[src/rtl/segment_address_unit_pkg.sv]
// Shared constants for the segment address path: segment indices, address geometry, bus lane codes.
// Lane helpers are shared so prefetch and data paths steer bytes identically.
package segment_address_unit_pkg;

  localparam logic [1:0] SEG_ES = 2'd0;
  localparam logic [1:0] SEG_CS = 2'd1;
  localparam logic [1:0] SEG_SS = 2'd2;
  localparam logic [1:0] SEG_DS = 2'd3;

  localparam int SAU_ADDR_WIDTH = 20;
  localparam int SAU_SEG_SHIFT  = 4;

  localparam logic [1:0] BYTESEL_LO   = 2'b01;
  localparam logic [1:0] BYTESEL_HI   = 2'b10;
  localparam logic [1:0] BYTESEL_WORD = 2'b11;

  function automatic logic [1:0] byte_lanes(input logic is_word, input logic odd);
    if (is_word) begin
      return BYTESEL_WORD;
    end else if (odd) begin
      return BYTESEL_HI;
    end else begin
      return BYTESEL_LO;
    end
  endfunction

  function automatic logic [15:0] lane_read(input logic [15:0] bus_data, input logic is_word,
                                            input logic odd);
    if (is_word) begin
      return bus_data;
    end else if (odd) begin
      return {8'h00, bus_data[15:8]};
    end else begin
      return {8'h00, bus_data[7:0]};
    end
  endfunction

endpackage

[src/rtl/segment_address_unit_phys_addr_calc.sv]
// Combinational real-mode address former: (segment << SEG_SHIFT) + offset, truncated to ADDR_WIDTH.
// Shared with the prefetch unit; the carry out of the top bit is deliberately dropped (1 MB wrap).
module phys_addr_calc
  import segment_address_unit_pkg::*;
#(
  parameter int ADDR_WIDTH = SAU_ADDR_WIDTH,
  parameter int SEG_SHIFT  = SAU_SEG_SHIFT
) (
  input  logic [15:0]           segment,
  input  logic [15:0]           offset,
  output logic [ADDR_WIDTH-1:0] phys_addr
);

  assign phys_addr = ADDR_WIDTH'({segment, {SEG_SHIFT{1'b0}}}) + ADDR_WIDTH'(offset);

endmodule

[src/rtl/segment_address_unit.sv]
// Segment address unit: segment lookup, physical address formation and bus access handshake.
// Optional build macro MISALIGN_SPLIT_EN splits odd-address word accesses into two byte cycles.
module segment_address_unit
  import segment_address_unit_pkg::*;
#(
  parameter int ADDR_WIDTH = SAU_ADDR_WIDTH,
  parameter int SEG_SHIFT  = SAU_SEG_SHIFT
) (
  input  logic                  clk,
  input  logic                  reset,
  input  logic                  start,
  input  logic [1:0]            seg_sel,
  input  logic                  override_en,
  input  logic [1:0]            override_sel,
  input  logic [15:0]           offset,
  input  logic                  is_word,
  input  logic                  wr_en,
  input  logic [15:0]           wr_data,
  output logic                  busy,
  output logic                  done,
  output logic [15:0]           rd_data,
  output logic [1:0]            seg_rd_sel,
  input  logic [15:0]           seg_rd_val,
  output logic [ADDR_WIDTH-1:0] m_addr,
  output logic                  m_access,
  input  logic                  m_ack,
  output logic                  m_wr_en,
  output logic [1:0]            m_bytesel,
  output logic [15:0]           m_data_out,
  input  logic [15:0]           m_data_in
);

`ifdef MISALIGN_SPLIT_EN
  localparam logic SPLIT_EN = 1'b1;
`else
  localparam logic SPLIT_EN = 1'b0;
`endif

  localparam logic [1:0] ST_IDLE     = 2'd0;
  localparam logic [1:0] ST_SEG_WAIT = 2'd1;
  localparam logic [1:0] ST_BUS      = 2'd2;
  localparam logic [1:0] ST_BUS2     = 2'd3;

  logic [1:0]            state_r;
  logic [1:0]            sel_r;
  logic [15:0]           offset_r;
  logic                  is_word_r;
  logic                  wr_en_r;
  logic [15:0]           wr_data_r;
  logic [15:0]           seg_r;
  logic                  split_r;
  logic [7:0]            byte1_r;
  logic [15:0]           calc_seg_s;
  logic [15:0]           calc_off_s;
  logic [ADDR_WIDTH-1:0] calc_addr_s;
  logic                  split_now_s;
  logic [1:0]            lanes_s;
  logic [15:0]           dout_s;

  // Segment select is live while idle so the file read overlaps the start cycle.
  always_comb begin
    if (state_r == ST_IDLE) begin
      seg_rd_sel = override_en ? override_sel : seg_sel;
    end else begin
      seg_rd_sel = sel_r;
    end
  end

  // Address source: fresh segment read on first issue, latched segment and offset+1 for the second half.
  always_comb begin
    if (state_r == ST_SEG_WAIT) begin
      calc_seg_s = seg_rd_val;
      calc_off_s = offset_r;
    end else begin
      calc_seg_s = seg_r;
      calc_off_s = offset_r + 16'd1;
    end
  end

  phys_addr_calc #(
    .ADDR_WIDTH (ADDR_WIDTH),
    .SEG_SHIFT  (SEG_SHIFT)
  ) u_phys_addr_calc (
    .segment   (calc_seg_s),
    .offset    (calc_off_s),
    .phys_addr (calc_addr_s)
  );

  // First-cycle lane steering; a split word starts with its low byte on the high lane.
  always_comb begin
    split_now_s = SPLIT_EN & is_word_r & calc_addr_s[0];
    if (split_now_s) begin
      lanes_s = BYTESEL_HI;
      dout_s  = {wr_data_r[7:0], wr_data_r[7:0]};
    end else if (is_word_r) begin
      lanes_s = byte_lanes(1'b1, calc_addr_s[0]);
      dout_s  = wr_data_r;
    end else begin
      lanes_s = byte_lanes(1'b0, calc_addr_s[0]);
      dout_s  = {wr_data_r[7:0], wr_data_r[7:0]};
    end
  end

  // Request FSM and all registered bus/host outputs.
  always_ff @(posedge clk or posedge reset) begin
    if (reset) begin
      state_r    <= ST_IDLE;
      sel_r      <= 2'd0;
      offset_r   <= 16'd0;
      is_word_r  <= 1'b0;
      wr_en_r    <= 1'b0;
      wr_data_r  <= 16'd0;
      seg_r      <= 16'd0;
      split_r    <= 1'b0;
      byte1_r    <= 8'd0;
      busy       <= 1'b0;
      done       <= 1'b0;
      rd_data    <= 16'd0;
      m_addr     <= '0;
      m_access   <= 1'b0;
      m_wr_en    <= 1'b0;
      m_bytesel  <= 2'd0;
      m_data_out <= 16'd0;
    end else begin
      done <= 1'b0;
      case (state_r)
        ST_IDLE: begin
          if (start) begin
            sel_r     <= seg_rd_sel;
            offset_r  <= offset;
            is_word_r <= is_word;
            wr_en_r   <= wr_en;
            wr_data_r <= wr_data;
            busy      <= 1'b1;
            state_r   <= ST_SEG_WAIT;
          end
        end
        ST_SEG_WAIT: begin
          seg_r      <= seg_rd_val;
          split_r    <= split_now_s;
          m_addr     <= calc_addr_s;
          m_bytesel  <= lanes_s;
          m_data_out <= dout_s;
          m_wr_en    <= wr_en_r;
          m_access   <= 1'b1;
          state_r    <= ST_BUS;
        end
        ST_BUS: begin
          if (m_ack) begin
            m_access <= 1'b0;
            if (split_r) begin
              byte1_r    <= m_data_in[15:8];
              offset_r   <= calc_off_s;
              m_addr     <= calc_addr_s;
              m_bytesel  <= BYTESEL_LO;
              m_data_out <= {wr_data_r[15:8], wr_data_r[15:8]};
              state_r    <= ST_BUS2;
            end else begin
              if (!wr_en_r) begin
                rd_data <= lane_read(m_data_in, is_word_r, m_addr[0]);
              end
              done    <= 1'b1;
              busy    <= 1'b0;
              state_r <= ST_IDLE;
            end
          end
        end
        ST_BUS2: begin
          // One idle bus cycle separates the two halves; ack is only honoured once re-requested.
          if (!m_access) begin
            m_access <= 1'b1;
          end else if (m_ack) begin
            if (!wr_en_r) begin
              rd_data <= {m_data_in[7:0], byte1_r};
            end
            m_access <= 1'b0;
            done     <= 1'b1;
            busy     <= 1'b0;
            state_r  <= ST_IDLE;
          end
        end
        default: begin
          state_r  <= ST_IDLE;
          busy     <= 1'b0;
          m_access <= 1'b0;
        end
      endcase
    end
  end

endmodule

[config.mk]
export PLATFORM = sky130hd
export DESIGN_NAME = segment_address_unit
export DESIGN_NICKNAME = d
export VERILOG_FILES = /design/src/rtl/segment_address_unit_pkg.sv /design/src/rtl/segment_address_unit_phys_addr_calc.sv /design/src/rtl/segment_address_unit.sv
export SDC_FILE = /design/constraint.sdc
export NUM_CORES = 1
export LEC_CHECK = 0
export BUFFER_PORTS_ARGS = -buffer_cell sky130_fd_sc_hd__clkbuf_2
export CAP_MARGIN = 10
export CELL_PAD_IN_SITES_DETAIL_PLACEMENT = 0
export CELL_PAD_IN_SITES_GLOBAL_PLACEMENT = 1
export CORE_ASPECT_RATIO = 0.6
export CORE_MARGIN = 2
export CORE_UTILIZATION = 40
export DETAILED_ROUTE_END_ITERATION = 8
export PLACE_DENSITY_LB_ADDON = 0.2
export SETUP_SLACK_MARGIN = 0.15
export SLEW_MARGIN = 15
export SYNTH_ARGS = -nofsm -noshare
export SYNTH_HDL_FRONTEND = slang
export SYNTH_SLANG_ARGS = --single-unit
[constraint.sdc]
create_clock -name clk -period 4 [get_ports clk]
set_input_delay 0.8 -clock clk [delete_from_list [all_inputs] [get_ports clk]]
set_output_delay 0.8 -clock clk [all_outputs]
set_load 0.01 [all_outputs]
==> After elaboration in Yosys (flattened, before gate mapping) <==
Cells that the tools add are included.
{ "word_totals": {"ff_bits": 112, "latchBits": 0, "ramBits": 0, "romBits": 0, "inputBits": 75, "out_inout_bits": 60, "word_cells": 74, "mem_count": 0} }
{ "op_classes": {"addsub": 2, "mul": 0, "div": 0, "n_lt_le_gt_ge": 0, "n_eq_ne": 9, "shift": 0, "n_mux": 34, "bitwise": 1, "reduce_logical": 13} }
{ "ops": {"columns": ["op", "count"], "rows": [
  ["two-way mux 16 bit", 12],
  ["case mux 16 bit (2 select lines)", 1],
  ["adder 20 x 16 -> 20 bit", 1],
  ["two-way mux 20 bit", 1],
  ["adder 16 x 1 -> 16 bit (second input constant)", 1],
  ["two-way mux 2 bit", 8],
  ["inequality test 2 bit (second input constant)", 6],
  ["two-way mux 8 bit", 1],
  ["case mux 2 bit (4 select lines)", 1],
  ["AND reduction 4 bit", 2],
  ["two-way mux 1 bit", 7],
  ["case mux 1 bit (3 select lines)", 2],
  ["AND reduction 6 bit", 1],
  ["nonzero test 2 bit", 3],
  ["nonzero test 3 bit", 2],
  ["AND reduction 5 bit", 1],
  ["== test 2 bit (second input constant)", 2],
  ["AND reduction 2 bit", 2],
  ["AND reduction 3 bit", 1],
  ["== test 2 x 1 -> 1 bit (second input constant)", 1],
  ["logical NOT 2 bit", 1],
  ["case mux 1 bit (2 select lines)", 1],
  ["inverter 1 bit", 1]
]} }

==> Depth between registers and ports, before layout <==
Gate-level depths: netlist (run 1).
{ "logic_depth": {"depth_word": 6, "mapped_depth": 15, "ltp_nobuf": 13} }

==> By module <==
Synthesis (run 1) repeated with hierarchy kept, for this count alone.
{ "unflattened": {"cells_unflattened": 573, "area_unflattened_um2": 5753.0} }
{ "by_module_without_submodules": {"columns": ["mod", "n_inst", "cells_per_inst", "area_each_um2", "seq_area_each_um2"], "rows": [
  ["segment_address_unit", 1, 465, 4932.2, 2802.7],
  ["phys_addr_calc", 1, 108, 820.8, 0.0]
]} }

==> Worst setup path before layout (run 1) <==
No wires, ideal clock.
{ "synth_path": {"kind": "flip-flop to flip-flop", "startpoint": "reg state_r[1]", "endpoint": "reg m_addr[18]", "setup_ns": 0.141, "arrival_ns": 2.868, "required_ns": 3.859, "slack_ns": 0.990, "path_stages_with_launch": 16, "n_path_buf": 3, "period_less_slack_ns": 3.010, "path_cell_list": "dfrtp_1 > nand2b_1 > buf_4 > clkbuf_1 > clkbuf_1 > nand2_1 > nand2_1 > ha_1 > inv_1 > fa_1 > nor2b_4 > o31a_1 > o41ai_4 > o31ai_2 > a21o_1 > a31oi_1"} }
{ "synth_via": {"elab_chain_cells": 4, "elab_cells_between_ends": 10} }
{ "synth_rtl": {"columns": ["element", "line_no", "source"], "rows": [
  ["from (decl)", "segment_address_unit.sv:44", "logic [1:0] state_r;"],
  ["from (signal assigned)", "segment_address_unit.sv:107", "state_r <= ST_IDLE;"],
  ["from (signal assigned)", "segment_address_unit.sv:135", "state_r <= ST_SEG_WAIT;"],
  ["from (signal assigned)", "segment_address_unit.sv:146", "state_r <= ST_BUS;"],
  ["== test 2 x 1 -> 1 bit", "segment_address_unit.sv:71", "if (state_r == ST_SEG_WAIT) begin"],
  ["two-way mux 16 bit", null, null],
  ["named net calc_seg_s[0]", "segment_address_unit.sv:53", "logic [15:0] calc_seg_s;"],
  ["adder 20 x 16 -> 20 bit", "segment_address_unit_phys_addr_calc.sv:14", "assign phys_addr = ADDR_WIDTH'({segment, {SEG_SHIFT{1'b0}}}) + ADDR_WIDTH'(offset);"],
  ["two-way mux 20 bit", "segment_address_unit.sv:126", "case (state_r)"],
  ["to (signal assigned)", "segment_address_unit.sv:141", "m_addr <= calc_addr_s;"],
  ["to (signal assigned)", "segment_address_unit.sv:154", "m_addr <= calc_addr_s;"],
  ["to (decl)", "segment_address_unit.sv:24", "output logic [ADDR_WIDTH-1:0] m_addr,"]
]} }
The timed path passes the listed nets, and every way through them passes these cells. The select of a mux whose other input is x is not followed.
A chain may end at the register's enable or synchronous reset.

==> Worst setup path after layout (run 1) <==
{ "layout_path": {"startpoint": "reg state_r[1]", "endpoint": "reg m_addr[16]"} }
Same word-level chain as after synthesis.

==> flow_summary_export.csv, run 1 <==
group,metric,value,unit
routing,vias,3999,
clocking,cts_made_buffers,9,
synth,synth.top_cells.by_area,"dfrtp_1, nand2_1, mux2_2, mux2i_1, ha_1",
timing,finalCritPeriodShare,82.9,%
synth,synthDominantCellAreaShare,52.3,%
place,placed_area,5990,µm²
synth,synthCells,505,
timing,drv_slew,0,
timing,rsz0062_at_grt,"false",
cells_and_area,stdcell_area,6270,µm²
grt,grt_pass1_wl,20600,µm
timing,hold_viol_final,0,
run,maxCapViolCount,0,
routing,wire_per_inst,15.7,µm
synth,yosysTopAreaCell,"dfrtp_1",
cells_and_area,num_antenna_cells,0,
timing,relSlewSlack,30.2,%
place,post-place-cells,788,
cells_and_area,instances_no_fill,804,
routing,drtIter0Drc,251,
clocking,clk_pin_slew,0.07,ns
clocking,cts_hold_buf,0,
timing,fin_crit,3.31,ns
floorplanning,die_x,151,µm
floorplanning,io_pins,135,
synth,syn_area,5160,µm²
floorplanning,rows,32,
cells_and_area,area_growth,21.5,%
place,gp_congestion,0.827,
grt,grt_util_all_layers,19.2,%
cells_and_area,drive_above_1_share,31.2,%
synth,yosysSeqAreaShare,52.3,%
place,dp_hpwl,9340,µm
grt,grt_max_degree,74,
critical_path,crit_type,"register to register",
floorplanning,core,12700,µm²
timing,clock_skew,0.0110,ns
routing,firstDrtPassIters,4,
timing,tightestPinTransition,1.05,ns
floorplanning,start_util,40.6,%
clocking,cts_sinks,108,
floorplanning,dieHeight,92.0,µm
cells_and_area,final_nets,718,
hold_path,min_path_type,"register to register",
clocking,cts_max_path_buffers,2,
status,status,"finished, final reports clean",
routing,wl,12600,µm
critical_path,end_kind,"register",
routing,antenna_left,0,
critical_path,cp_max_fo,73,
clocking,post_cts_buffers,0,
power,cellPowerDensity,884,nW/µm²
power,p_leak,3.17,nW
synth,async_reset_ff_share,100,%
timing,max_freq,0.302,GHz
routing,viasPerCell,4.97,
timing,finalHoldWorstSlack,0.480,ns
synth,synth_enable_flop_cells,0,
power,peakVddDrop,345,µV
grt,grt.overflow.total,0,
grt,antenna_found_initial,0,
critical_path,start_kind,"register",
synth,synth_cell_types,49,
synth,syn_avg_cell_area,10.2,µm²
routing,drc,0,
synth,synthFlopType,"dfrtp_1",
critical_path,required,4.20,ns
grt,grt_pass1_vias,3916,
synth,yosys_register_bits,108,
timing,fin_setup_tns,0,ns
floorplanning,dieArea,13900,µm²
clocking,clock_latency,0.35,ns
place,portBuffers,134,
clocking,cts_tree,"done",
clocking,cts-root-buf,"clkbuf_16",
synth,yosysWarnings,0,
critical_path,arrival,3.52,ns
synth,synth_nets,594,
clocking,htree_levels,3,
clocking,cts_resized,0,
timing,setup_violations,0,
-- Yosys cell counts, drive strengths merged, types with 4 or more instances --
cell	instances
a21oi	25
and2	4
and3	12
buf	5
clkbuf	19
dfrtp	108
ha	13
inv	8
mux2	34
mux2i	18
nand2	133
nor2	22
o21a	5
o21ai	33
o31ai	12
xnor2	10
xor2	10
-- kinds of logic after synthesis --
family | after synthesis | share of synthesized area, %
flip-flops | 108 | 52.3
XOR/XNOR | 20 | 3.39
AO/OA/AOI/OAI | 90 | 11.5
AND/OR/NAND/NOR | 189 | 15.8
buffers and inverters | 32 | 2.50
adder cells (fa/ha/maj) | 14 | 3.54
multiplexers | 52 | 10.9
-- cells in the final DEF, fill, tap and decap left out, drive strengths merged, types with 2 or more instances in the layout --
master,instances
xor2,10
nand2,133
o21a,5
and3,12
dfrtp,108
xnor2,10
nand2b,3
inv,12
a21o,3
mux2i,18
nor2b,2
a311o,2
ha,13
o31ai,12
o211ai,2
o21ai,33
a31oi,2
nand3,2
and2,4
a21oi,25
clkinvlp,2
nand4,3
nor3,3
nor2,22
mux2,34
buf,3
clkbuf,144
-- through the flow --
stage	setup slack (ns)	power, W	utilization [%]
final	0.685	0.00555	49.3
after global routing	0.388	0.00602	49.3
after CTS	0.666	0.00560	49.3
after detailed placement	0.675	0.00471	47.1
after global placement	0.798	0.00464	47.1
after floorplan	0.354	0.00387	-
-- cell type report --
| cell class | instances | area, µm² |
|---|---|---|
| clock buffers | 10 | 229 |
| clock inverters | 6 | 52.6 |
| fillers | 1242 | 6460 |
| inverters | 8 | 32.5 |
| multi-input cells | 365 | 2340 |
| flip-flops and latches | 108 | 2700 |
| well taps | 170 | 213 |
| repair buffers | 137 | 706 |
-- report_power, final --
part / leakage, nW / switching, W / total, W / internal (W)
Combinational: 1.72 / 0.00152 / 0.00268 / 0.00116
Clock: 0.132 / 0.000432 / 0.000867 / 0.000435
Sequential: 1.32 / 0.000383 / 0.00200 / 0.00161
Total: 3.17 / 0.00234 / 0.00555 / 0.00321
-- layer usage --
metal	up-vias	GRT usage (%)	part of all wire, %
li1	1977	-	-
met1	1923	30.3	54
met2	94	25.9	41
met3	5	5.32	5.3
met4	0	3.89	0.51
met5	-	0	0
-- critical path: stages (launching register included) --
cell and delay [ns]:
dfrtp_1 0.43, nand2b_2 0.16, buf_4 0.54, nand2_1 0.11
nand2_1 0.12, ha_1 0.21, inv_1 0.07, fa_1 0.44
nor2b_4 0.15, o31a_1 0.20, o41ai_4 0.09, o31ai_2 0.37
xnor2_1 0.18, o21ai_1 0.07
-- final timing paths --
check                                start      endpoint  slack [ns]  cells past startpoint
worst max register to register  state_r[1]    m_addr[16]        0.69                     13
worst min register to register  m_addr[10]    m_addr[10]        0.48                      2
worst max-delay path            state_r[1]    m_addr[16]        0.69                     13
max in group asynchronous            reset   offset_r[5]        2.72                      3
min in group asynchronous            reset  wr_data_r[9]        0.52                      2
worst min-delay path            m_addr[10]    m_addr[10]        0.48                      2
-- flip-flops by register name (all words and copies together) (netlist names) --
name        count
busy            1
done            1
is_word_r       1
m_access        1
m_addr         20
m_bytesel       2
m_data_out     16
m_wr_en         1
offset_r       16
rd_data        16
seg_r          12
sel_r           2
state_r         2
wr_data_r      16
wr_en_r         1
Power figures use the tool's default switching activity.
==> inputs of run 2 (changes only) <==
--- a/config.mk
+++ b/config.mk
@@ -11,7 +11,7 @@
 export CELL_PAD_IN_SITES_GLOBAL_PLACEMENT = 1
 export CORE_ASPECT_RATIO = 0.6
 export CORE_MARGIN = 2
-export CORE_UTILIZATION = 40
+export CORE_UTILIZATION = 36
 export DETAILED_ROUTE_END_ITERATION = 8
 export PLACE_DENSITY_LB_ADDON = 0.2
 export SETUP_SLACK_MARGIN = 0.15
==> constraint.sdc (replaced) <==
create_clock -name clk -period 3 [get_ports clk]
set_input_delay 0.6 -clock clk [delete_from_list [all_inputs] [get_ports clk]]
set_output_delay 0.6 -clock clk [all_outputs]
set_load 0.01 [all_outputs]
==> run 2 against run 1 <==
  * Global-route usage is 1.1 points lower
  * Die area is 11% higher
  * Cell area is 4.6% higher
  * Hold slack worse by 0.086 ns
  * Total power is 41% higher
  * Clock power is 33% higher
  * Critical path depth stayed put
  * Via count is 2.3% higher
  * Non-clock buffer count is 16 higher
  * Routed wire length is 6.0% higher
  * Largest power group unchanged
  * Highest routed layer unchanged
==> flow_summary_export.csv, run 2 (synthesis results as in run 1) <==
group,metric,value,unit
grt,grt_max_degree,109,
critical_path,cp_slowest_cell,"dfrtp_1",
critical_path,path_common_cell,"and3_4",
grt,grt_util_all_layers,18.1,%
grt,grt.overflow.total,0,
cells_and_area,num_antenna_cells,0,
timing,finalCritPeriodShare,95.0,%
grt,antenna_found_initial,0,
grt,grt_util_met2,24.8,%
cells_and_area,final_nets,734,
routing,drtIter0Drc,213,
timing,relSlewSlack,28.6,%
grt,top_usage_layer,"met1",
timing,rsz0062_at_grt,"true",
floorplanning,die_x,159,µm
routing,wl,13400,µm
routing,viasPerCell,4.86,
clocking,cts-root-buf,"clkbuf_16",
cells_and_area,regMostFlops,"m_addr",
clocking,cts_made_buffers,9,
cells_and_area,largest_reg_flops,20,
critical_path,arrival,3.12,ns
timing,clock_skew,0.00848,ns
floorplanning,rows,33,
clocking,cts_hold_buf,0,
power,peakVddDrop,389,µV
cells_and_area,instances_no_fill,842,
cells_and_area,area_growth,27.0,%
timing,finalWorstSetupSlack,0.151,ns
routing,antenna_left,0,
cells_and_area,layout_commonest_cell,"clkbuf_2",
timing,drv_slew,0,
routing,firstDrtPassIters,4,
clocking,cts_max_path_buffers,2,
clocking,clock_latency,0.35,ns
clocking,cts_sinks,108,
timing,fin_setup_tns,0,ns
timing,max_freq,0.351,GHz
power,finalPower,0.00783,W
critical_path,cp_num_buf_inv,0,
cells_and_area,final_cell_mix,"clkbuf_2, nand2_1, dfrtp_1, mux2_2, o21ai_0",
floorplanning,core,13800,µm²
grt,use_met3,4.17,%
critical_path,required,3.27,ns
cells_and_area,final_core_util,47.4,%
floorplanning,start_util,37.3,%
power,cellPowerDensity,1190,nW/µm²
grt,met1_usage,28.8,%
timing,hold_viol_final,0,
place,dp_slack,0.0522,ns
critical_path,crit_type,"register to register",
critical_path,cp_max_fo,7,
grt,grt_pass1_vias,3983,
clocking,htree_levels,3,
routing,drc,0,
cells_and_area,drive_above_1_share,36.2,%
timing,fin_crit,2.85,ns
floorplanning,dieHeight,96.8,µm
critical_path,worstPathCellList,"nand2b_4 > and3_4 > and3_4 > nand4_4 > nor2_1 > xor2_1 > ha_1 > nand2_1 > nor2_2 > a21oi_1 > o31ai_4 > a21o_1 > a31oi_1",
critical_path,critPathMaxStageDelay,0.42,ns
routing,wire_per_inst,15.9,µm
status,status,"finished, final reports clean",
grt,grt_pass1_wl,21600,µm
critical_path,path_delay_family,"simple AND/OR/NAND/NOR gates",
floorplanning,io_pins,135,
run,maxCapViolCount,0,
power,p_leak,3.26,nW
place,portBuffers,134,
place,gp_congestion,0.865,
place,post-place-cells,820,
timing,tightestPinTransition,1.07,ns
critical_path,end_kind,"register",
place,dp_hpwl,9630,µm
clocking,clk_pin_slew,0.08,ns
critical_path,start_kind,"register",
hold_path,min_path_type,"primary input to asynchronous set/reset pin",
timing,setup_violations,0,
clocking,cts_tree,"done",
floorplanning,dieArea,15400,µm²
routing,vias,4092,
run 2: cell count changes in the layout (fill, tap and decap cells not counted), sizes merged:
cell / change
buf: +16
clkinv: +2
clkinvlp: +1
inv: -3
run 2: metal layers:
metal,up-vias,wire length [µm]
li1,2006,-
met1,1972,7280
met2,105,5360
met3,9,664
met4,0,102
met5,-,0
run 2: repair_timing:
item	4_1_cts	5_1_grt
resized for setup	7	15
hold endpoints to repair	0	0
buffers inserted	3	3
cloned	0	0
setup endpoints to repair	6	8
pin swaps	8	1
run 2: worst paths after layout:
path / start / endpoint / slack (ns) / cells after the start
hold reg to reg: m_data_out[7] / m_data_out[7] / 0.48 / 2
setup / recovery: state_r[0] / m_addr[18] / 0.15 / 13
hold / removal: reset / wr_data_r[9] / 0.39 / 3
min in group clk: offset[10] / offset_r[10] / 0.47 / 2
max in group asynchronous: reset / offset_r[5] / 2.16 / 3
setup reg to reg: state_r[0] / m_addr[18] / 0.15 / 13
run 2: per-stage QoR:
stage                     hold slack [ns]  instance area [µm²]
after global placement              0.457                 6140
after floorplan                     0.444                 5230
after global routing                0.465                 6560
final                               0.394                 6560
after CTS                           0.436                 6470
after detailed placement            0.463                 6140
run 2: layout make-up:
class,instances,area [µm²]
inverter,8,33.8
clock inverter,6,48.8
timing repair buffer,153,846
clock buffer,10,229
sequential,108,2700
tap,192,240
fill,1296,7270
multi-input combinational,365,2460
run 2: worst min-delay path, cell delays in order:
cell and delay (ns):
clkbuf_2 0.10, clkinvlp_4 0.07, buf_12 0.44
run 2: where the power goes:
part	switching, W	internal, W
sequential	0.000467	0.00216
combinational	0.00226	0.00180
clock	0.000577	0.000574
==> inputs of run 3 (changes only) <==
--- a/config.mk
+++ b/config.mk
@@ -11,10 +11,10 @@
 export CELL_PAD_IN_SITES_GLOBAL_PLACEMENT = 1
 export CORE_ASPECT_RATIO = 0.6
 export CORE_MARGIN = 2
-export CORE_UTILIZATION = 36
+export CORE_UTILIZATION = 30
+export CTS_CLUSTER_SIZE = 20
 export DETAILED_ROUTE_END_ITERATION = 8
 export PLACE_DENSITY_LB_ADDON = 0.2
-export SETUP_SLACK_MARGIN = 0.15
 export SLEW_MARGIN = 15
 export SYNTH_ARGS = -nofsm -noshare
 export SYNTH_HDL_FRONTEND = slang
==> run 3 against run 2 <==
  * Fmax decreased by 2.3%
  * Via count fell by 1.2%
  * Critical path depth rose by 1
  * Register-to-register slack lost 0.07 ns
  * Non-clock buffer count grew 9
  * Setup slack worse by 0.067 ns
  * Combinational power rose by 3%
  * First-iteration DRC count fell by 9.9%
  * Cell area rose by 2.1%
  * Clock power is essentially flat
  * Global-route usage shrank 2.8 points
  * Sequential share of layout area fell by 0.83 points
==> flow_summary_export.csv, run 3 (synthesis results as in run 1) <==
group,metric,value,unit
status,status,"finished, final reports clean",
cells_and_area,area_growth,29.7,%
routing,wl,13500,µm
cells_and_area,stdcell_area,6700,µm²
critical_path,worstPathCellList,"nand2b_2 > and3_4 > and3_4 > buf_4 > nand2_1 > xnor2_1 > ha_1 > o21a_1 > o31a_1 > o41ai_4 > o31ai_2 > buf_4 > a21o_1 > a31oi_1",
cells_and_area,final_cell_mix,"clkbuf_2, nand2_1, dfrtp_1, mux2_2",
cells_and_area,num_antenna_cells,0,
floorplanning,start_util,30.4,%
cells_and_area,regMostFlops,"m_addr",
cells_and_area,drive_above_1_share,36.9,%
power,p_leak,3.33,nW
routing,antenna_left,0,
clocking,cts_hold_buf,0,
place,gp_congestion,0.799,
run,maxCapViolCount,0,
critical_path,start_kind,"register",
critical_path,required,3.27,ns
routing,firstDrtPassIters,4,
timing,relSlewSlack,31.5,%
grt,grt_util_all_layers,15.4,%
critical_path,crit_type,"register to register",
floorplanning,core,17000,µm²
place,dp_slack,-0.0655,ns
place,placed_area,6240,µm²
place,post-place-cells,873,
critical_path,critPathMaxStageDelay,0.38,ns
timing,finalWorstSetupSlack,0.0835,ns
cells_and_area,layout_commonest_cell,"clkbuf_2",
clocking,htree_levels,3,
timing,tightestPinTransition,1.03,ns
clocking,clk_pin_slew,0.08,ns
floorplanning,dieArea,18300,µm²
critical_path,end_kind,"register",
routing,route.layer.met1.wl,7290,µm
grt,grt_max_degree,68,
place,dp_hpwl,10000,µm
hold_path,min_path_type,"primary input to asynchronous set/reset pin",
clocking,cts_sinks,108,
clocking,cts-root-buf,"clkbuf_16",
timing,hold_viol_final,0,
critical_path,cp_max_fo,5,
routing,met2WireLength,5380,µm
grt,grt.overflow.total,0,
clocking,cts_made_buffers,9,
timing,fin_crit,2.92,ns
timing,max_freq,0.343,GHz
timing,finalCritPeriodShare,97.2,%
timing,clock_skew,0.0135,ns
cells_and_area,final_nets,743,
routing,wire_per_inst,15.1,µm
timing,finalHoldWorstSlack,0.405,ns
cells_and_area,largest_reg_flops,20,
routing,drc,0,
routing,dr_wl_met3,729,µm
floorplanning,die_x,173,µm
routing,viasPerCell,4.53,
grt,grt_pass1_vias,4025,
routing,drtIter0Drc,192,
clocking,clock_latency,0.35,ns
grt,grt_pass1_wl,21900,µm
routing,highest_layer,"met4",
timing,drv_slew,0,
power,peakVddDrop,386,µV
clocking,cts_tree,"done",
cells_and_area,instances_no_fill,893,
grt,antenna_found_initial,0,
critical_path,arrival,3.19,ns
place,portBuffers,134,
clocking,cts_max_path_buffers,2,
floorplanning,rows,37,
power,cellPowerDensity,1190,nW/µm²
floorplanning,dieHeight,106,µm
timing,setup_violations,0,
timing,rsz0062_at_grt,"true",
routing,vias,4041,
timing,fin_setup_tns,0,ns
critical_path,cp_slowest_cell,"dfrtp_1",
floorplanning,io_pins,135,
==> run 3: path summary, 6_finish.rpt <==
path / start / endpoint / slack [ns] / depth (start not counted)
setup reg to reg: state_r[1] / m_addr[18] / 0.08 / 14
max in group asynchronous: reset / offset_r[5] / 1.84 / 3
hold reg to reg: m_data_out[2] / m_data_out[2] / 0.48 / 2
min in group clk: offset[12] / offset_r[12] / 0.47 / 2
setup / recovery: state_r[1] / m_addr[18] / 0.08 / 14
hold / removal: reset / wr_data_r[10] / 0.40 / 3
==> run 3: report_power, final <==
group / internal (W) / leakage (nW) / total (W) / switching (W)
registers: 0.00215 / 1.32 / 0.00262 / 0.000463
logic: 0.00194 / 1.87 / 0.00420 / 0.00226
clock network: 0.000584 / 0.141 / 0.00117 / 0.000586
==> run 3: cell type report <==
class                   instances  area (µm²)
multi-input cells             365        2480
fillers                      1712       10300
clock inverters                 6        57.6
repair buffers                162         897
inverters                       8        33.8
well taps                     234         293
flip-flops and latches        108        2700
clock buffers                  10         229
==> run 3: what timing repair did <==
item	4_1_cts	5_1_grt
pin swaps	6	4
endpoints found under the setup margin	5	8
resized for setup	7	18
buffers inserted	1	4
hold endpoints to repair	0	0
==> run 3: metrics by stage <==
step / util, % / total power (W)
2_1_floorplan: - / 0.00516
3_3_place_gp: 36.7 / 0.00651
3_5_place_dp: 36.7 / 0.00658
4_1_cts: 38.7 / 0.00787
5_1_grt: 39.4 / 0.00868
6_report: 39.4 / 0.00799
==> run 3: routing by layer <==
layer	track usage (%)	vias to the layer above
met4	3.81	0
met1	24.1	1922
met3	3.75	9
met5	0	-
met2	20.7	96
li1	-	2014
==> run 3: worst max-delay path: cells and delay by family (launching register included) <==
kind	cells	cell delay, ns
xor+xnor	1	0.20
buf+inv	2	0.29
flops	1	0.38
fa+ha+maj	1	0.34
simple gates	4	0.62
compound gates	6	1.01
